`config.mk`:
```
export PLATFORM = sky130hd
export DESIGN_NAME = lcm_gcd_host
export DESIGN_NICKNAME = d
export VERILOG_FILES = /design/src/rtl/lcm_gcd_host.sv
export SDC_FILE = /design/constraint.sdc
export NUM_CORES = 1
export LEC_CHECK = 0
export CORE_ASPECT_RATIO = 1.25
export CORE_MARGIN = 10
export CORE_UTILIZATION = 25
export CTS_CLUSTER_DIAMETER = 120
export CTS_CLUSTER_SIZE = 10
export DETAILED_ROUTE_END_ITERATION = 10
export PLACE_DENSITY = 0.38
export SKIP_LAST_GASP = 1
export SYNTH_ARGS = -nofsm -noshare
export SYNTH_HDL_FRONTEND = slang
export SYNTH_SLANG_ARGS = --single-unit
```
`constraint.sdc`:
```
create_clock -name clk -period 9.73 [get_ports clk]
set_input_delay 1.946 -clock clk [delete_from_list [all_inputs] [get_ports clk]]
set_output_delay 1.946 -clock clk [all_outputs]
set_load 0.01 [all_outputs]
```
`src/rtl/lcm_gcd_host.sv`:
```
// lcm_gcd_host: handshake front-end for an external GCD/LCM compute unit.
// It accepts an operand pair, rejects zero operands, starts the compute unit,
// waits for its result with a timeout, and cross-checks gcd*lcm == a*b before
// presenting the result downstream.
//
// Ports:
//   clk, rstn            clock, asynchronous active-low reset
//   in_vld/in_rdy        upstream handshake; in_a/in_b operands
//   cu_en                one-cycle start pulse to the compute unit
//   cu_a/cu_b            latched operands to the compute unit
//   cu_ready             compute unit idle
//   cu_vld               compute unit result pulse; cu_gcd/cu_lcm results
//   out_vld/out_rdy      downstream handshake
//   out_gcd/out_lcm      results; out_err 00 ok, 01 zero, 10 timeout, 11 mismatch
module lcm_gcd_host #(
  parameter int unsigned DATAWIDTH = 8,
  parameter int unsigned TIMEOUT   = 1023
) (
  input  logic                   clk,
  input  logic                   rstn,
  input  logic                   in_vld,
  output logic                   in_rdy,
  input  logic [DATAWIDTH-1:0]   in_a,
  input  logic [DATAWIDTH-1:0]   in_b,
  output logic                   cu_en,
  output logic [DATAWIDTH-1:0]   cu_a,
  output logic [DATAWIDTH-1:0]   cu_b,
  input  logic                   cu_ready,
  input  logic                   cu_vld,
  input  logic [DATAWIDTH-1:0]   cu_gcd,
  input  logic [2*DATAWIDTH-1:0] cu_lcm,
  output logic                   out_vld,
  input  logic                   out_rdy,
  output logic [DATAWIDTH-1:0]   out_gcd,
  output logic [2*DATAWIDTH-1:0] out_lcm,
  output logic [1:0]             out_err
);

  typedef enum logic [2:0] {
    S_IDLE  = 3'd0,
    S_ISSUE = 3'd1,
    S_WAIT  = 3'd2,
    S_CHECK = 3'd3,
    S_OUT   = 3'd4
  } state_t;

  localparam logic [1:0] ERR_OK       = 2'b00;
  localparam logic [1:0] ERR_ZERO     = 2'b01;
  localparam logic [1:0] ERR_TIMEOUT  = 2'b10;
  localparam logic [1:0] ERR_MISMATCH = 2'b11;

  // Counter value of the last permitted WAIT cycle: WAIT lasts TIMEOUT cycles.
  localparam logic [15:0] TMO_LAST = 16'(TIMEOUT - 32'd1);

  state_t                 state_r;
  logic [15:0]            cnt_r;
  logic [DATAWIDTH-1:0]   a_r;
  logic [DATAWIDTH-1:0]   b_r;
  logic [DATAWIDTH-1:0]   res_gcd_r;
  logic [2*DATAWIDTH-1:0] res_lcm_r;
  logic                   in_rdy_r;
  logic                   out_vld_r;
  logic [DATAWIDTH-1:0]   out_gcd_r;
  logic [2*DATAWIDTH-1:0] out_lcm_r;
  logic [1:0]             out_err_r;

  // True when gcd*lcm (3W wide, no overflow) differs from zero-extended a*b.
  function automatic logic result_mismatch(
    input logic [DATAWIDTH-1:0]   g,
    input logic [2*DATAWIDTH-1:0] l,
    input logic [DATAWIDTH-1:0]   a,
    input logic [DATAWIDTH-1:0]   b
  );
    logic [3*DATAWIDTH-1:0] gl;
    logic [3*DATAWIDTH-1:0] ab;
    gl = {{(2*DATAWIDTH){1'b0}}, g} * {{DATAWIDTH{1'b0}}, l};
    ab = {{(2*DATAWIDTH){1'b0}}, a} * {{(2*DATAWIDTH){1'b0}}, b};
    return (gl != ab);
  endfunction

  assign in_rdy  = in_rdy_r;
  assign out_vld = out_vld_r;
  assign out_gcd = out_gcd_r;
  assign out_lcm = out_lcm_r;
  assign out_err = out_err_r;
  assign cu_a    = a_r;
  assign cu_b    = b_r;
  // Start pulse follows cu_ready directly so ISSUE lasts exactly one cycle once idle.
  assign cu_en   = (state_r == S_ISSUE) && cu_ready;

  // Transaction FSM with registered handshake and result outputs.
  always_ff @(posedge clk or negedge rstn) begin
    if (!rstn) begin
      state_r   <= S_IDLE;
      cnt_r     <= 16'd0;
      a_r       <= {DATAWIDTH{1'b0}};
      b_r       <= {DATAWIDTH{1'b0}};
      res_gcd_r <= {DATAWIDTH{1'b0}};
      res_lcm_r <= {(2*DATAWIDTH){1'b0}};
      in_rdy_r  <= 1'b1;
      out_vld_r <= 1'b0;
      out_gcd_r <= {DATAWIDTH{1'b0}};
      out_lcm_r <= {(2*DATAWIDTH){1'b0}};
      out_err_r <= ERR_OK;
    end else begin
      case (state_r)
        S_IDLE: begin
          if (in_vld && in_rdy_r) begin
            a_r      <= in_a;
            b_r      <= in_b;
            in_rdy_r <= 1'b0;
            if ((in_a == {DATAWIDTH{1'b0}}) || (in_b == {DATAWIDTH{1'b0}})) begin
              out_gcd_r <= {DATAWIDTH{1'b0}};
              out_lcm_r <= {(2*DATAWIDTH){1'b0}};
              out_err_r <= ERR_ZERO;
              out_vld_r <= 1'b1;
              state_r   <= S_OUT;
            end else begin
              state_r <= S_ISSUE;
            end
          end else begin
            state_r <= S_IDLE;
          end
        end
        S_ISSUE: begin
          if (cu_ready) begin
            cnt_r   <= 16'd0;
            state_r <= S_WAIT;
          end else begin
            state_r <= S_ISSUE;
          end
        end
        S_WAIT: begin
          // A result arriving on the last allowed cycle still wins over timeout.
          if (cu_vld) begin
            res_gcd_r <= cu_gcd;
            res_lcm_r <= cu_lcm;
            state_r   <= S_CHECK;
          end else if (cnt_r >= TMO_LAST) begin
            out_gcd_r <= {DATAWIDTH{1'b0}};
            out_lcm_r <= {(2*DATAWIDTH){1'b0}};
            out_err_r <= ERR_TIMEOUT;
            out_vld_r <= 1'b1;
            state_r   <= S_OUT;
          end else begin
            cnt_r <= cnt_r + 16'd1;
          end
        end
        S_CHECK: begin
          out_gcd_r <= res_gcd_r;
          out_lcm_r <= res_lcm_r;
          out_err_r <= result_mismatch(res_gcd_r, res_lcm_r, a_r, b_r) ?
                       ERR_MISMATCH : ERR_OK;
          out_vld_r <= 1'b1;
          state_r   <= S_OUT;
        end
        S_OUT: begin
          if (out_rdy) begin
            out_vld_r <= 1'b0;
            in_rdy_r  <= 1'b1;
            state_r   <= S_IDLE;
          end else begin
            state_r <= S_OUT;
          end
        end
        default: begin
          in_rdy_r  <= 1'b1;
          out_vld_r <= 1'b0;
          state_r   <= S_IDLE;
        end
      endcase
    end
  end

endmodule

```
Yosys cells after proc, flatten, opt, wreduce, memory -nomap -nowiden:

Cells that the tools add are included.

* $add $sub $neg: 1
* multipliers: 2
* magnitude comparators: 1
* equal/unequal tests: 13
* muxes and demuxes: 36
* bitwise gates (word level): 2
* reductions and logical operators: 15

Operator list (count)
* 2-to-1 mux 16 bit: 7
* one-hot mux 16 bit (3 select lines): 1
* 2-to-1 mux 8 bit: 4
* one-hot mux 16 bit (2 select lines): 1
* multiplier 8 x 16 -> 24 bit: 1
* inequality test 24 x 16 -> 1 bit: 1
* one-hot mux 8 bit (3 select lines): 1
* adder 16 x 1 -> 16 bit, second input constant: 1
* greater-or-equal comparator 16 x 10 -> 1 bit, second input constant: 1
* zero test 8 bit: 2
* multiplier 8 x 8 -> 16 bit: 1
* 2-to-1 mux 3 bit: 5
* one-hot mux 3 bit (5 select lines): 1
* inequality test 2 bit, second input constant: 7
* 2-to-1 mux 2 bit: 6
* 2-to-1 mux 1 bit: 7
* == test 3 x 2 -> 1 bit, second input constant: 2
* one-hot mux 2 bit (3 select lines): 1
* AND reduction 6 bit: 1
* one-hot mux 1 bit (5 select lines): 1
* AND reduction 5 bit: 1
* AND reduction 2 bit: 2
* AND reduction 4 bit: 1
* == test 3 x 1 -> 1 bit, second input constant: 1
* 11 further kinds: 13

* bits in registers: 87
* input bits: 46
* output and inout port bits: 45
* logic and storage cells: 81

Depth between registers and ports, before layout:

Gate-level depths: netlist of the first run.

* depth in word-level cells: 5
* gate-level depth with buffers: 21
* depth with buffers taken out: 19

Worst setup path after synthesis of the first run:

OpenSTA, ideal clock, no wires.

* kind: reg2reg
* from: reg res_gcd_r[7]
* to: reg out_err_r[1], in the netlist out_err[1]
* library setup time: 0.134 ns
* arrival: 5.113 ns
* required time: 9.596 ns
* path slack: 4.483 ns
* stages on the path, launching flop included: 19
* path buffers: 2
* clock period less this slack: 5.247 ns
* cell sequence: dfrtp_1 -> clkbuf_1 -> clkbuf_1 -> nand2_1 -> fa_1 -> fa_1 -> fa_1 -> fa_1 -> inv_1 -> ha_1 -> nand2_1 -> or3_1 -> a2111oi_2 -> nor3b_2 -> xnor2_1 -> nor4_1 -> nand4_1 -> nor4_2 -> a21oi_1

* longest elaborated chain between the ends: 4

Ends and longest elaborated chain
* from (decl): line 59 `logic [DATAWIDTH-1:0] res_gcd_r;`
* from (signal assigned): line 98 `res_gcd_r <= {DATAWIDTH{1'b0}};`
* from (signal assigned): line 136 `res_gcd_r <= cu_gcd;`
* multiplier 8 x 16 -> 24 bit: line 76 `gl = {{(2*DATAWIDTH){1'b0}}, g} * {{DATAWIDTH{1'b0}}, l};`
* inequality test 24 x 16 -> 1 bit: line 78 `return (gl != ab);`
* 2-to-1 mux 2 bit: line 152 `out_err_r <= result_mismatch(res_gcd_r, res_lcm_r, a_r, b_r) ?`
* one-hot mux 2 bit (3 select lines): line 106 `case (state_r)`
* to (signal assigned): line 152
* to (decl): line 65 `logic [1:0] out_err_r;`

No other way between the ends.
A chain may end at the register's enable or synchronous reset.

Worst setup path in the final report of the first run:

Ends and elaborated chain as after synthesis.

==> results of run 1 <==
per-stage QoR:
stage          cell area, µm²  std cells  setup WS (ns)  hold slack (ns)  utilization
6_report                11500       1605           3.80            0.500        0.295
5_1_grt                 11500       1605           3.42            0.521        0.295
4_1_cts                 11500       1605           3.64            0.507        0.295
3_5_place_dp            11200       1589           3.66            0.483        0.287
3_3_place_gp            11200       1589           3.67            0.484        0.287
2_1_floorplan            9890       1050           4.48            0.454            -
routing by layer:
layer	GRT usage	up-vias	wire, µm
met1	0.146	3633	12300
met3	0.0189	7	874
li1	-	3498	-
met5	0	-	0
met2	0.205	96	13700
met4	0.0163	0	132
registers in the layout, summed over array words and instances (netlist names):
name,cells
res_lcm_r,16
cnt_r,16
in_rdy,1
out_gcd,8
out_err,2
state_r,3
out_lcm,16
res_gcd_r,8
cu_a,8
out_vld,1
cu_b,8
synthesized netlist by cell type, drive strengths merged, types with 2 or more instances:
master,n,area (µm²)
a211oi,5,47.5
a21o,8,60.1
a21oi,39,214
a22o,25,219
a22oi,5,37.5
a31o,2,17.5
a31oi,3,18.8
and2,80,500
and3,6,37.5
and4,2,17.5
buf,6,28.8
clkbuf,46,173
dfrtp,86,2150
fa,120,2400
ha,82,1030
inv,151,567
mux2,42,473
nand2,147,552
nand2b,3,18.8
nand3,8,40.0
nand4,10,62.6
nor2,41,159
nor2b,2,12.5
nor3,12,60.1
nor4,8,62.6
o211a,2,20.0
o21a,4,30.0
o21ai,24,124
o21bai,4,30.0
o22ai,5,31.3
o31ai,4,30.0
o41ai,2,25.0
or3,5,31.3
or4,3,22.5
xnor2,20,175
xnor3,3,67.6
xor2,20,175
critical path, delay by kind of cell, from the launching register on:
family,cells,cell delay [ns]
AOI/OAI and AO/OA,5,1.28
adders and majority gates,5,2.49
buffers and inverters,1,0.04
DFF,1,0.78
and+or+nand+nor,5,1.19
worst max path at each step:
stage | end | slack, ns | depth (start not counted)
5_1_grt | out_err[1] | 3.42 | 16
2_1_floorplan | out_err[1] | 4.48 | 18
3_5_place_dp | out_err[1] | 3.66 | 16
4_1_cts | out_err[1] | 3.64 | 16
6_report | out_err[1] | 3.80 | 16
3_3_place_gp | out_err[1] | 3.67 | 16
cell type report:
type / instances / area [µm²] / area share
clock buffers: 9 / 225 / 0.0195
clock inverters: 7 / 62.6 / 0.00543
inverters: 151 / 567 / 0.0492
multi-input cells: 759 / 6940 / 0.602
flip-flops and latches: 87 / 2180 / 0.189
well taps: 498 / 623 / 0.0541
repair buffers: 94 / 928 / 0.0806
cells by family (layout without fill, tap and decap cells):
| kind of cell | count (synthesis) | in the layout | share of synthesized area |
|---|---|---|---|
| buffers and inverters | 204 | 261 | 0.0786 |
| muxes | 42 | 42 | 0.0478 |
| xor gates and xnor gates | 43 | 43 | 0.0423 |
| adders and majority gates | 202 | 202 | 0.347 |
| AOI/OAI and AO/OA | 140 | 140 | 0.100 |
| and+or+nand+nor | 332 | 332 | 0.164 |
| DFF | 87 | 87 | 0.220 |
==> results.tsv, run 1 <==
metric	value	unit
status	finished, final reports clean	
globalRouteTotalUtil	0.116	
syn-cell-area	9890	µm²
hp-class	flip-flop to flip-flop	
drt_iter0_drc	304	
crit_type	flip-flop to flip-flop	
cts_setup_buffers	0	
syn-num-nets	1298	
grt_pass1_vias	7924	
yosys_register_bits	87	
synth_area_per_cell	9.42	µm²
grt_max_degree	59	
worst-endpoint-required	9.94	ns
hold_viol_final	0	
synthesis.instances	1050	
max_freq	169	MHz
placement.io_buffers	90	
ant_nets	0	
io_pins	91	
async_reset_ff_frac	1.00	
post_detailed_route_via_to_cell_ratio	4.51	
largest_fanout_on_the_critical_path	18	
floorplan.rows	81	
area_growth	16.6	%
ctsHtreeMaxLevel	3	
routabilityCongestion	0.753	
rrSetupSlack	3.80	ns
placeable_core_area	39100	µm²
synth.lib_cells_used.distinct	64	
layout_commonest_cell	sky130_fd_sc_hd__inv_1	
fillCellCount	4127	
floorplan.die.width	198	µm
synth_enable_flop_cells	0	
slowest_delay	0.78	ns
cap_viol_max_count	0	
final_critical_period	5.93	ns
worst_setup_hold_path_clk_slew	0.07	ns
maxSlewViolCount	0	
startpoint	res_gcd_r[7]	
critical_path.cell_chain	nand2_1, fa_1, fa_1, fa_1, fa_1, inv_1, ha_1, nand2_1, o21ai_2, a22oi_1, a21oi_1, nand3_1, a311oi_2, nand4_1, nor4_2, a21oi_1	
post-route-period-util	0.609	
start_kind	flip-flop	
clk_latency	0.35	ns
hold_depth	1	
finalNetCount	1350	
drc	0	
yosysSeqAreaShare	0.220	
ys_warn_count	0	
drt_pre_antenna_iters	4	
die-height	242	µm
hold_path_startpoint	out_lcm[3]	
drive_above_1_share	0.0732	
route.vias.total	7234	
antenna_found_initial	0	
clock_tree_from_tritoncts	done	
initial_utilization	0.253	
unrepaired_setup_endpoints_after_global_routing	no	
layout.cells.most_common_list	sky130_fd_sc_hd__inv_1 (151), sky130_fd_sc_hd__nand2_1 (147), sky130_fd_sc_hd__fa_1 (120)	
cts_made_buffers	9	
grt_first_pass_wirelength	44800	µm
setup_tns	0	ns
worst-slew-pin-transition	0.988	ns
routed_wire_length_per_instance	16.8	µm
worst_reg2reg_path_endpoint	out_err[1]	
worst_r2r_path_depth	16	
timing.max_slew.rel_slack	0.340	
bufs_on_longest_clock_path	2	
slowest_cp_cell	sky130_fd_sc_hd__dfrtp_1	
setup_viol	0	
worstReg2RegStart	res_gcd_r[7]	
drt_wl_total	27000	µm
antenna_cells	0	
dpl.hpwl	21500	µm
postCtsHoldBufs	0	
crit_path_end_kind	flip-flop	
clockRootBuffer	sky130_fd_sc_hd__clkbuf_16	
total_grt_overflow	0	
hold_end	out_lcm[3]	
finalClockSkew	0.0145	ns
cts_sinks	87	
cts_resized	0	
floorplan.die_area	48000	µm²
synth_flop_cell	sky130_fd_sc_hd__dfrtp_1	
cp_data_arrival_time	6.14	ns
critical_path.most_common_cell	sky130_fd_sc_hd__fa_1	
Power of run 1 is left out: the tool's default activity adds up to more than one toggle a clock period on the data nets, which glitch-free logic cannot reach.
==> run 2, diff against run 1 <==
--- a/config.mk
+++ b/config.mk
@@ -11,7 +11,7 @@
 export CTS_CLUSTER_DIAMETER = 120
 export CTS_CLUSTER_SIZE = 10
 export DETAILED_ROUTE_END_ITERATION = 10
-export PLACE_DENSITY = 0.38
+export PLACE_DENSITY = 0.4
 export SKIP_LAST_GASP = 1
 export SYNTH_ARGS = -nofsm -noshare
 export SYNTH_HDL_FRONTEND = slang
==> constraint.sdc (replaced) <==
create_clock -name clk -period 4.8 [get_ports clk]
set_input_delay 0.96 -clock clk [delete_from_list [all_inputs] [get_ports clk]]
set_output_delay 0.96 -clock clk [all_outputs]
set_load 0.01 [all_outputs]
==> run 2 against run 1 <==
Against the previous run:
- the run now ends with setup timing left
- clock skew shrank 0.0052 ns
- utilization grew 4.1 points
- global-route usage grew 0.28 points
- die area is the same
- non-clock buffer count grew 167
- maximum frequency grew 14%
- critical path depth grew 3
- sequential share of layout area shrank 2.2 points
- design area grew 14%
==> results.tsv, run 2 (synthesis results as in run 1) <==
metric	value	unit	change
largest_fanout_on_the_critical_path	6		was 18
hold_viol_final	0		unchanged
most_utilized_layer_in_the_global_route_result	met2		unchanged
floorplan.die.width	198	µm	unchanged
die-height	242	µm	unchanged
drc	0		unchanged
worst-slew-pin-transition	1.00	ns	was 0.988 ns
drt_wl_total	27700	µm	was 27000 µm
ant_nets	0		unchanged
grtUsageMet3	0.0225		was 0.0189
final_critical_period	5.19	ns	was 5.93 ns
crit_type	flip-flop to flip-flop		unchanged
post_detailed_route_via_to_cell_ratio	4.45		was 4.51
cp_data_arrival_time	5.42	ns	was 6.14 ns
grt_first_pass_wirelength	46300	µm	was 44800 µm
floorplan.rows	81		unchanged
hp-class	flip-flop to flip-flop		unchanged
setup_viol	2		was 0
clockRootBuffer	sky130_fd_sc_hd__clkbuf_16		unchanged
max_freq	193	MHz	was 169 MHz
drive_above_1_share	0.233		was 0.0732
status	finished, violations left		was finished, final reports clean
drt_pre_antenna_iters	4		unchanged
finalNetCount	1517		was 1350
globalRouteTotalUtil	0.119		was 0.116
route.vias.total	7882		was 7234
ctsHtreeMaxLevel	3		unchanged
layout_commonest_cell	sky130_fd_sc_hd__buf_4		was sky130_fd_sc_hd__inv_1
routabilityCongestion	0.798		was 0.753
clk_latency	0.36	ns	was 0.35 ns
post-route-period-util	1.08		was 0.609
fin_ws	-0.386	ns	was 3.80 ns
fin_hold_ws	0.502	ns	was 0.500 ns
met1_global_route_usage	0.146		about the same
floorplan.die_area	48000	µm²	unchanged
routed_wire_length_per_instance	15.6	µm	was 16.8 µm
antenna_found_initial	0		unchanged
io_pins	91		unchanged
maxSlewViolCount	0		unchanged
total_grt_overflow	0		unchanged
grt_max_degree	58		was 59
antenna_cells	0		unchanged
failed_checks	setup timing		
timing.max_slew.rel_slack	0.331		was 0.340
finalClockSkew	0.00931	ns	was 0.0145 ns
start_kind	flip-flop		unchanged
dpl.hpwl	22600	µm	was 21500 µm
drt_iter0_drc	302		was 304
grtUsageMet2	0.206		was 0.205
grt_pass1_vias	8625		was 7924
cts_sinks	87		unchanged
worst_setup_hold_path_clk_slew	0.07	ns	about the same
crit_path_end_kind	flip-flop		unchanged
placeable_core_area	39100	µm²	unchanged
area_growth	32.9	%	was 16.6%
layout.cells.most_common_list	sky130_fd_sc_hd__buf_4 (160), sky130_fd_sc_hd__inv_1 (144), sky130_fd_sc_hd__nand2_1 (143)		was sky130_fd_sc_hd__inv_1 (151), sky130_fd_sc_hd__nand2_1 (147), sky130_fd_sc_hd__fa_1 (120)
placement.io_buffers	90		unchanged
bufs_on_longest_clock_path	2		unchanged
unrepaired_setup_endpoints_after_global_routing	yes		was no
initial_utilization	0.253		unchanged
cts_made_buffers	9		unchanged
postCtsHoldBufs	0		unchanged
cap_viol_max_count	0		unchanged
worst-endpoint-required	5.03	ns	was 9.94 ns
clock_tree_from_tritoncts	done		unchanged
-- run 2: changes by cell type in the layout (fill, tap and decap cells not counted), sizes merged --
cell and change:
inv -4, bufinv +1, clkinv -2, clkbuf +3, clkinvlp +2, buf +167
-- run 2: critical path: stages, from the launching register on --
cell                        delay (ns)
sky130_fd_sc_hd__dfrtp_4          0.54
sky130_fd_sc_hd__and2_4           0.17
sky130_fd_sc_hd__fa_1             0.56
sky130_fd_sc_hd__inv_2            0.05
sky130_fd_sc_hd__fa_1             0.46
sky130_fd_sc_hd__fa_1             0.50
sky130_fd_sc_hd__fa_1             0.50
sky130_fd_sc_hd__inv_2            0.05
sky130_fd_sc_hd__ha_4             0.26
sky130_fd_sc_hd__nand2_2          0.06
sky130_fd_sc_hd__or3_4            0.35
sky130_fd_sc_hd__a2111oi_4        0.32
sky130_fd_sc_hd__nor3b_4          0.09
sky130_fd_sc_hd__buf_4            0.15
sky130_fd_sc_hd__o21bai_1         0.11
sky130_fd_sc_hd__a21oi_1          0.09
sky130_fd_sc_hd__xnor2_1          0.17
sky130_fd_sc_hd__nor4_2           0.36
sky130_fd_sc_hd__buf_4            0.20
sky130_fd_sc_hd__a21oi_1          0.06
-- run 2: path summary, 6_finish.rpt --
kind,slack (ns),end,from,depth (start not counted)
worst max-delay path,-0.39,out_err[1],res_gcd_r[4],19
worst min-delay path,0.50,cnt_r[9],cnt_r[9],2
worst max register to register,-0.39,out_err[1],res_gcd_r[4],19
worst min register to register,0.50,cnt_r[9],cnt_r[9],2
max in group asynchronous,3.22,cu_a[3],rstn,2
min in group asynchronous,0.65,cnt_r[2],rstn,1
-- run 2: area by class of cell --
type                            instances  area (µm²)
Clock buffer                           12         246
Clock inverter                          4        53.8
Fill cell                            4084       26000
Inverter                              151         567
Multi-Input combinational cell        759        7190
Sequential cell                        87        2200
Tap cell                              498         623
Timing Repair Buffer                  261        2260
-- run 2: per-layer routing --
metal	part of all wire	up-vias
li1	-	3842
met1	0.45	3889
met2	0.50	126
met3	0.036	25
met4	0.019	0
met5	0	-
-- run 2: through the flow --
stage | util | TNS, ns | setup slack, ns | instance area [µm²] | instances
6_report | 0.336 | -0.770 | -0.386 | 13100 | 1772
5_1_grt | 0.336 | -1.04 | -0.522 | 13100 | 1772
4_1_cts | 0.332 | -0.970 | -0.486 | 13000 | 1766
3_5_place_dp | 0.317 | -1.70 | -0.850 | 12400 | 1731
3_3_place_gp | 0.317 | -1.69 | -0.849 | 12400 | 1731
2_1_floorplan | - | 0 | 0.00371 | 9990 | 1050
-- run 2: what timing repair did --
action / in CTS / in global routing
resized for setup: 39 / 22
pin swaps: 29 / 31
setup endpoints to repair: 2 / 2
setup buffers: 19 / 6
Power of run 2 is left out for the same reason.
